`config.mk`:
```
export PLATFORM = sky130hd
export DESIGN_NAME = vliw_issue_scoreboard
export DESIGN_NICKNAME = d
export VERILOG_FILES = /design/src/rtl/vliw_issue_scoreboard_pkg.sv /design/src/rtl/vliw_issue_scoreboard_entry.sv /design/src/rtl/vliw_issue_scoreboard.sv
export SDC_FILE = /design/constraint.sdc
export NUM_CORES = 1
export LEC_CHECK = 0
export CORE_UTILIZATION = 64
export CTS_CLUSTER_SIZE = 10
export DETAILED_ROUTE_END_ITERATION = 10
export PLACE_DENSITY = 0.88
export RECOVER_POWER = 100
export SLEW_MARGIN = 20
export SYNTH_ARGS = -nofsm -noshare
export SYNTH_HDL_FRONTEND = slang
export SYNTH_SLANG_ARGS = --single-unit
```
`constraint.sdc`:
```
create_clock -name clk -period 10.7 [get_ports clk]
set_input_delay 2.14 -clock clk [delete_from_list [all_inputs] [get_ports clk]]
set_output_delay 2.14 -clock clk [all_outputs]
set_load 0.03 [all_outputs]
```
`src/rtl/vliw_issue_scoreboard_pkg.sv`:
```
// Shared types for the VLIW issue scoreboard: register address and latency
// widths, the per-slot issue record, and the effective-latency helper.
package vliw_pkg;

    localparam int REG_ADDR_W = 5;
    localparam int XLEN       = 64;
    localparam int NREG       = 32;
    localparam int NFU        = 2;
    localparam int LATW       = 3;

    typedef logic [REG_ADDR_W-1:0] regAddr_t;
    typedef logic [LATW-1:0]       latency_t;

    typedef struct packed {
        logic           valid;
        regAddr_t [2:0] src;
        logic [2:0]     srcUse;
        regAddr_t       dst;
        logic           dstWrite;
        latency_t       latency;
    } issueSlot_t;

    // A zero latency still occupies the register for one cycle.
    function automatic latency_t eff_latency(input latency_t lat);
        return (lat == {LATW{1'b0}}) ? {{(LATW-1){1'b0}}, 1'b1} : lat;
    endfunction

endpackage

```
`src/rtl/vliw_issue_scoreboard_entry.sv`:
```
// One scoreboard entry: a down-counter of cycles until the in-flight write
// to this register lands, plus a registered pending flag kept in step with it.
module scoreboard_entry #(
    parameter int LATW = 3
) (
    input  logic            clk,
    input  logic            rst,
    input  logic            load,
    input  logic [LATW-1:0] loadValue,
    input  logic            flush,
    output logic [LATW-1:0] count,
    output logic            pending
);

    localparam logic [LATW-1:0] ZERO = {LATW{1'b0}};
    localparam logic [LATW-1:0] ONE  = {{(LATW-1){1'b0}}, 1'b1};

    logic [LATW-1:0] count_r;
    logic            pending_r;

    // Counter update: reset/flush clear, load wins over decrement
    always_ff @(posedge clk) begin
        if (rst) begin
            count_r   <= ZERO;
            pending_r <= 1'b0;
        end else if (flush) begin
            count_r   <= ZERO;
            pending_r <= 1'b0;
        end else if (load) begin
            count_r   <= loadValue;
            pending_r <= (loadValue != ZERO);
        end else if (count_r != ZERO) begin
            count_r   <= count_r - ONE;
            pending_r <= (count_r != ONE);
        end else begin
            count_r   <= count_r;
            pending_r <= pending_r;
        end
    end

    assign count   = count_r;
    assign pending = pending_r;

endmodule

```
`src/rtl/vliw_issue_scoreboard.sv`:
```
// Issue-stage hazard controller: tracks pending register writes, accepts or
// stalls each VLIW bundle and drives the per-slot register-file enables.
module vliw_issue_scoreboard
    import vliw_pkg::*;
#(
    parameter int NFU  = 2,
    parameter int NREG = 32,
    parameter int LATW = 3
) (
    input  logic                             clk,
    input  logic                             rst,
    input  logic                             issueValid,
    output logic                             issueReady,
    input  logic [NFU-1:0]                   slotValid,
    input  logic [NFU-1:0][REG_ADDR_W-1:0]   srcAddr1,
    input  logic [NFU-1:0][REG_ADDR_W-1:0]   srcAddr2,
    input  logic [NFU-1:0][REG_ADDR_W-1:0]   srcAddr3,
    input  logic [NFU-1:0][2:0]              srcUse,
    input  logic [NFU-1:0][REG_ADDR_W-1:0]   dstAddr,
    input  logic [NFU-1:0]                   dstWrite,
    input  logic [NFU-1:0][LATW-1:0]         dstLatency,
    input  logic                             flush,
    output logic [NFU-1:0]                   rfEnable,
    output logic                             bundleError,
    output logic [NREG-1:0]                  busyMask,
    output logic [31:0]                      stallCount
);

    issueSlot_t [NFU-1:0]            slot_s;
    logic [NFU-1:0]                  hazard_s;
    logic                            dup_s;
    logic                            ready_s;
    logic [NREG-1:0]                 pending_s;
    logic [NREG-1:0]                 load_s;
    logic [NREG-1:0][LATW-1:0]       load_val_s;
    logic [NREG-1:0][LATW-1:0]       count_s;
    logic [31:0]                     stall_r;

    // Gather the per-slot decode fields into slot records
    always_comb begin
        slot_s = '0;
        for (int i = 0; i < NFU; i++) begin
            slot_s[i].valid    = slotValid[i];
            slot_s[i].src[0]   = srcAddr1[i];
            slot_s[i].src[1]   = srcAddr2[i];
            slot_s[i].src[2]   = srcAddr3[i];
            slot_s[i].srcUse   = srcUse[i];
            slot_s[i].dst      = dstAddr[i];
            slot_s[i].dstWrite = dstWrite[i];
            slot_s[i].latency  = dstLatency[i];
        end
    end

    // RAW/WAW against the pre-bundle pending state; slots never see each other
    always_comb begin
        hazard_s = '0;
        for (int i = 0; i < NFU; i++) begin
            for (int k = 0; k < 3; k++) begin
                hazard_s[i] = hazard_s[i] |
                    (slot_s[i].valid & slot_s[i].srcUse[k] & pending_s[slot_s[i].src[k]]);
            end
            hazard_s[i] = hazard_s[i] |
                (slot_s[i].valid & slot_s[i].dstWrite & pending_s[slot_s[i].dst]);
        end
    end

    // Two live writers of the same register in one bundle
    always_comb begin
        dup_s = 1'b0;
        for (int i = 0; i < NFU; i++) begin
            for (int j = i + 1; j < NFU; j++) begin
                dup_s = dup_s | (slot_s[i].valid & slot_s[i].dstWrite &
                                 slot_s[j].valid & slot_s[j].dstWrite &
                                 (slot_s[i].dst == slot_s[j].dst));
            end
        end
    end

    assign ready_s     = issueValid & ~rst & ~flush & ~dup_s & ~(|hazard_s);
    assign issueReady  = ready_s;
    assign bundleError = dup_s;
    assign rfEnable    = slotValid & {NFU{ready_s}};

    // Route accepted writes to their register entries; at most one hit per register
    always_comb begin
        load_s     = '0;
        load_val_s = '0;
        for (int r = 0; r < NREG; r++) begin
            for (int i = 0; i < NFU; i++) begin
                logic hit;
                hit = ready_s & slot_s[i].valid & slot_s[i].dstWrite &
                      (slot_s[i].dst == REG_ADDR_W'(r));
                load_s[r]     = load_s[r] | hit;
                load_val_s[r] = load_val_s[r] | ({LATW{hit}} & eff_latency(slot_s[i].latency));
            end
        end
    end

    for (genvar g = 0; g < NREG; g++) begin : g_entry
        scoreboard_entry #(.LATW(LATW)) u_entry (
            .clk       (clk),
            .rst       (rst),
            .load      (load_s[g]),
            .loadValue (load_val_s[g]),
            .flush     (flush),
            .count     (count_s[g]),
            .pending   (pending_s[g])
        );
    end

    // Saturating count of cycles a presented bundle is held back
    always_ff @(posedge clk) begin
        if (rst) begin
            stall_r <= 32'd0;
        end else if (issueValid && !ready_s && !flush && (stall_r != 32'hFFFF_FFFF)) begin
            stall_r <= stall_r + 32'd1;
        end else begin
            stall_r <= stall_r;
        end
    end

    assign busyMask   = pending_s;
    assign stallCount = stall_r;

endmodule
```
Word level (Yosys, flattened, before mapping)

Index checks and enable logic that the tools add are counted.

Flip-flop bits (word level): 160
Output and inout port bits: 68
Word-level logic and storage cells: 685

$add $sub $neg: 33
Order comparisons: 8
Equality and inequality tests: 96
Mux-type cells: 146
Bitwise operators: 230
Reductions and logical operators: 107

Operators with widths:

| kind                    | count |
|---|---|
| $mux W3                 | 66 |
| $and A3 B3 Y3           | 64 |
| $reduce_bool A3 Y1      | 64 |
| $eq A5 B5 Y1 const B    | 32 |
| $ne A3 B1 Y1 const B    | 32 |
| $or A3 B3 Y3            | 32 |
| $sub A3 B1 Y3 const B   | 32 |
| $and A1 B1 Y1           | 91 |
| $eq A5 B4 Y1 const B    | 16 |
| $mux W1                 | 72 |
| $reduce_bool A2 Y1      | 32 |
| $lt A5 B6 Y1 const B    | 8 |
| $bmux W1 S5             | 8 |
| $eq A5 B3 Y1 const B    | 8 |
| $or A1 B1 Y1            | 38 |
| $add A32 B1 Y32 const B | 1 |
| $ne A32 B32 Y1 const B  | 1 |
| $eq A5 B2 Y1 const B    | 4 |
| $eq A5 B1 Y1 const B    | 2 |
| $logic_not A5 Y1        | 2 |
| $logic_not A3 Y1        | 2 |
| $eq A5 B5 Y1            | 1 |
| $not A1 Y1              | 4 |
| $reduce_or A2 Y1        | 2 |
| other kinds (3)         | 6 |

Depth between registers and ports, before layout

Depth in word-level cells: 16
Depth in mapped cells: 14
Depth with buffers taken out: 9

Modules after synthesis

A second synthesis with hierarchy kept.

Cells, all modules: 1895
Area total of the unflattened synthesis: 15351.0 um^2

Modules (own cells, without submodules):

| module                | instances | cells each | area an instance (um^2) | seq. area each (um^2) |
|---|---|---|---|---|
| scoreboard_entry      | 32        | 30         | 271.5                   | 80.1 |
| vliw_issue_scoreboard | 1         | 935        | 6662.6                  | 640.6 |

Worst setup path after synthesis

OpenSTA, ideal clock, no wires.

Kind: in2out
From: input port srcAddr1[2] in the netlist's numbering
To: output port rfEnable[0]
Arrival: 4.963 ns
Slack: 3.597 ns
Stages: 12
Buffers on the path: 5
Cell sequence: buf_2 -> mux4_2 -> mux4_2 -> nand4_1 -> o2111ai_1 -> or4_1 -> buf_2 -> nor2_4 -> buf_6 -> buf_2 -> buf_2 -> and2_1

Word-level cells in the longest chain between the ends: 10

RTL lines:

| element                       | line                        | RTL |
|---|---|---|
| from (decl)                   | vliw_issue_scoreboard.sv:15 | `input logic [NFU-1:0][REG_ADDR_W-1:0] srcAddr1,` |
| $bmux W1 S5                   | vliw_issue_scoreboard.sv:60 | `(slot_s[i].valid & slot_s[i].srcUse[k] & pending_s[slot_s[i].src[k]]);` |
| $mux W1 (not written as such) | vliw_issue_scoreboard.sv:60 |  |
| $and A1 B1 Y1                 | vliw_issue_scoreboard.sv:60 |  |
| $or A1 B1 Y1 (2 in series)    | vliw_issue_scoreboard.sv:59 | `hazard_s[i] = hazard_s[i] \|` |
| $or A1 B1 Y1                  | vliw_issue_scoreboard.sv:62 | `hazard_s[i] = hazard_s[i] \|` |
| $reduce_or A2 Y1              | vliw_issue_scoreboard.sv:79 | `assign ready_s = issueValid & ~rst & ~flush & ~dup_s & ~(\|hazard_s);` |
| $not A1 Y1                    | vliw_issue_scoreboard.sv:79 |  |
| $and A1 B1 Y1                 | vliw_issue_scoreboard.sv:79 |  |
| $and A2 B2 Y2                 | vliw_issue_scoreboard.sv:82 | `assign rfEnable = slotValid & {NFU{ready_s}};` |
| to (decl)                     | vliw_issue_scoreboard.sv:23 | `output logic [NFU-1:0] rfEnable,` |

Every way passes these cells. The select of a mux whose other input is x is not followed.

Worst setup path in the final report

From: input port slotValid[1]
To: output port rfEnable[0]

Word-level cells in the longest chain between the ends: 9
Elaborated cells between the ends (all ways): 20
Those cells by class: bitwise: 19; reduce/logical: 1

RTL lines:

| element                     | line                        | RTL |
|---|---|---|
| from (decl)                 | vliw_issue_scoreboard.sv:14 | `input logic [NFU-1:0] slotValid,` |
| $and A1 B1 Y1 (2 in series) | vliw_issue_scoreboard.sv:60 |  |
| $or A1 B1 Y1 (2 in series)  | vliw_issue_scoreboard.sv:59 |  |
| $or A1 B1 Y1                | vliw_issue_scoreboard.sv:62 |  |
| $reduce_or A2 Y1            | vliw_issue_scoreboard.sv:79 |  |
| $not A1 Y1                  | vliw_issue_scoreboard.sv:79 |  |
| $and A1 B1 Y1 (*)           | vliw_issue_scoreboard.sv:79 |  |
| $and A2 B2 Y2 (*)           | vliw_issue_scoreboard.sv:82 |  |

Every way passes the cells marked *; elsewhere a longest branch is shown, timed or not.

==> flow_metrics.tcl <==
set metrics [dict create \
    finalInstanceArea_sq_um 14900 \
    synthAdderAreaFrac_pct 9.10 \
    finalHoldViolCount 0 \
    rr_worst_depth 12 \
    multi_input_area_sq_um 8980 \
    final_common_cell "nor2_1" \
    grt_pass1_wl_um 66400 \
    min_path_type "flip-flop to flip-flop" \
    combinationalPowerShare_pct 16.1 \
    synth_cell_type_count 64 \
    yosys.area_share.simple_pct 19.4 \
    ys.flop_type "dfxtp_1" \
    p_per_area_nw_per_um2 99.8 \
    outcome "finished with violations" \
    ys_ff_latch 160 \
    vias 13500 \
    clock_latency_ns 0.44 \
    num-nets-final 1804 \
    seqPwrFrac_pct 42.1 \
    cts_max_level 4 \
    wl_um 42300 \
    fin_tns_setup_ns 0 \
    syn_area_sq_um 13300 \
    drtIter0Drc 1954 \
    drv_cap 1 \
    critPathLaunch "slotValid[1]" \
    path_clk_slew_ns 0.07 \
    setup_violations 0 \
    dieArea_sq_um 21400 \
    synth_compound_area_share_pct 22.3 \
    finClkSkew_ns 0.0175 \
    synth_xor_area_share_pct 2.56 \
    fmax_mhz 107 \
    startpoint_type "input pin" \
    cts_tree "done" \
    async_flop_share_pct 0 \
    fp.dieH_um 146 \
    worstSetupEndpoint "rfEnable[0]" \
    initial_core_util_pct 65.7 \
    rows 52 \
    power_mw 1.49 \
    ys_warn_count 0 \
    power.share.clock_pct 41.9 \
    reg2reg_from "g_entry[27].u_entry.pending" \
    ys_seq_area_share_pct 24.0 \
    synth_area_per_cell_sq_um 8.23 \
    p_leak_nw 5.83 \
    fp.dieW_um 146 \
    worstPathArrival_ns 7.23 \
    grt_max_degree 83 \
    grt_usage_pct 39.1 \
    pre_cts_ws_ns 2.11 \
    max_slew_margin_pct -58.3 \
    reg2reg_to "g_entry[1].u_entry.count[0]" \
    period_share_pct 87.6 \
    crit_fanout 28 \
    grt_pass1_vias 12700 \
    numCtsBuffers 17 \
    tightest_slew_ns 2.37 \
    core_sq_um 20300 \
    p_int_mw 1.03 \
    drive_above_1_share_pct 7.77 \
    syn_to_final_growth_pct 11.8 \
    setup_ws_ns 1.33 \
    antenna_found_initial 1 \
    post_drt_wl_per_cell_um 21.9 \
    power_switching_share_pct 30.4 \
    first_pass_iters 11 \
    most-common-layout-cells "183 x nor2_1, 160 x dfxtp_1, 123 x nand2_1, 116 x a21oi_1, 113 x inv_1" \
    io_pins 128 \
    power.switching_mw 0.452 \
    routabilityCongestion 1.02 \
    slew_viol_final 54 \
    cts-resized-gates 0 \
    holdBufCountCts 0 \
    cts-root-buf "clkbuf_16" \
    port_buffers 127 \
    crit_path_end_kind "primary output" \
    synthCells 1621 \
    overflow 0 \
    mappedNetlistNets 1778 \
    drc 0 \
    post_drt_via_cell_ratio 6.97 \
    clockBufferDepth 2 \
    fillerInstances 1511 \
    rsz0062_at_grt "no" \
    layout_min_cycle_time_ns 9.37 \
    violations "capacitance limit, slew limit" \
    hpwl_um 28800 \
    synth_top_family_by_area "compound AO/OA/AOI/OAI gates" \
    postCtsSetupBuffers 0 \
    ir_drop_uv 112 \
    clock_sinks 160 \
    required_ns 8.56 \
    regArea_sq_um 3200 \
    rrSetupSlack_ns 3.74 \
    postRouteAntennaNets 0 \
    synth_edf_count 0 \
    place_area_sq_um 14400 \
    muxShareOfSynthArea_pct 14.2 \
    crit_type "input pin to primary output" \
]
## power groups by stage
stage | Combinational, mW | Clock, mW | Sequential [mW]
after global routing | 0.256 | 0.647 | 0.625
final | 0.239 | 0.622 | 0.626
after detailed placement | 0.233 | 0 | 0.637
after global placement | 0.225 | 0 | 0.637
after CTS | 0.235 | 0.619 | 0.624
after floorplan | 0.168 | 0 | 0.630
## layout make-up
type | instances | area share [%]
antenna | 1 | 0.0168
clock buffer | 19 | 2.97
clock inverter | 13 | 0.949
inverter | 113 | 2.85
multi-input combinational | 1214 | 60.3
sequential | 160 | 21.5
tap | 270 | 2.27
timing repair buffer | 141 | 9.19
## worst min-delay path by stage
| stage | end | start | cells past startpoint |
|---|---|---|---|
| after detailed placement | g_entry[14].u_entry.count[1] | g_entry[14].u_entry.count[1] | 2 |
| final | g_entry[0].u_entry.count[2] | g_entry[0].u_entry.count[2] | 1 |
| after CTS | g_entry[5].u_entry.pending | g_entry[5].u_entry.count[2] | 2 |
| after global placement | g_entry[5].u_entry.pending | g_entry[5].u_entry.count[2] | 2 |
| after floorplan | g_entry[5].u_entry.pending | g_entry[5].u_entry.count[2] | 2 |
| after global routing | g_entry[5].u_entry.pending | g_entry[5].u_entry.count[2] | 2 |
## synth_stat cells, drive strengths merged (16+ instances only)
| library cell | instances | area share (%) |
|---|---|---|
| nand3 | 22 | 0.83 |
| a21oi | 116 | 4.4 |
| a31oi | 16 | 0.75 |
| a22o | 48 | 3.2 |
| nor2 | 185 | 5.3 |
| o21ai | 34 | 1.3 |
| mux2i | 49 | 3.7 |
| dfxtp | 160 | 24 |
| a211oi | 35 | 2.0 |
| o31ai | 17 | 0.96 |
| nand4 | 24 | 1.1 |
| nor3 | 72 | 3.1 |
| inv | 113 | 3.2 |
| clkbuf | 66 | 1.9 |
| nand2 | 123 | 3.5 |
| a22oi | 49 | 2.8 |
| xnor2 | 29 | 1.9 |
| mux4 | 62 | 10 |
| ha | 97 | 9.1 |
| nand2b | 37 | 1.7 |
| buf | 68 | 3.4 |
| o22ai | 17 | 0.80 |
## cell families after synthesis
logic type,after synthesis
AO/OA/AOI/OAI,425
buffers and inverters,247
adder cells (fa/ha/maj),97
XOR/XNOR,39
flip-flops,160
AND/OR/NAND/NOR,541
multiplexers,112
## per-layer routing
| layer | share of wire (%) | vias to the layer above | global-route usage, % |
|---|---|---|---|
| met5 | 0 | - | 0 |
| met4 | 6.0 | 0 | 20.9 |
| met3 | 14 | 263 | 13.3 |
| met2 | 44 | 1057 | 60.3 |
| met1 | 36 | 6195 | 48.3 |
| li1 | - | 5948 | - |
## registers in the layout, summed over array words and instances, names as in the netlist
register,count
g_entry.u_entry.count,96
g_entry.u_entry.pending,32
stallCount,32
## through the flow
stage	hold slack [ns]	cells	utilization [%]
2_1_floorplan	0.467	1621	-
3_3_place_gp	0.484	1898	70.7
3_5_place_dp	0.497	1898	70.7
4_1_cts	0.510	1930	73.6
5_1_grt	0.515	1930	73.4
6_report	0.516	1931	73.4
## worst max-delay path: stages
cell           delay [ns]
dlygate4sd3_1        0.82
nand3_1              0.47
nor2_1               1.02
a22o_1               0.26
nor4_1               0.05
nand4_1              0.10
clkbuf_1             1.00
nor2_4               0.35
and2_1               0.30
dlygate4sd3_1        0.70
Note: power is estimated with default switching activity, not from simulation.
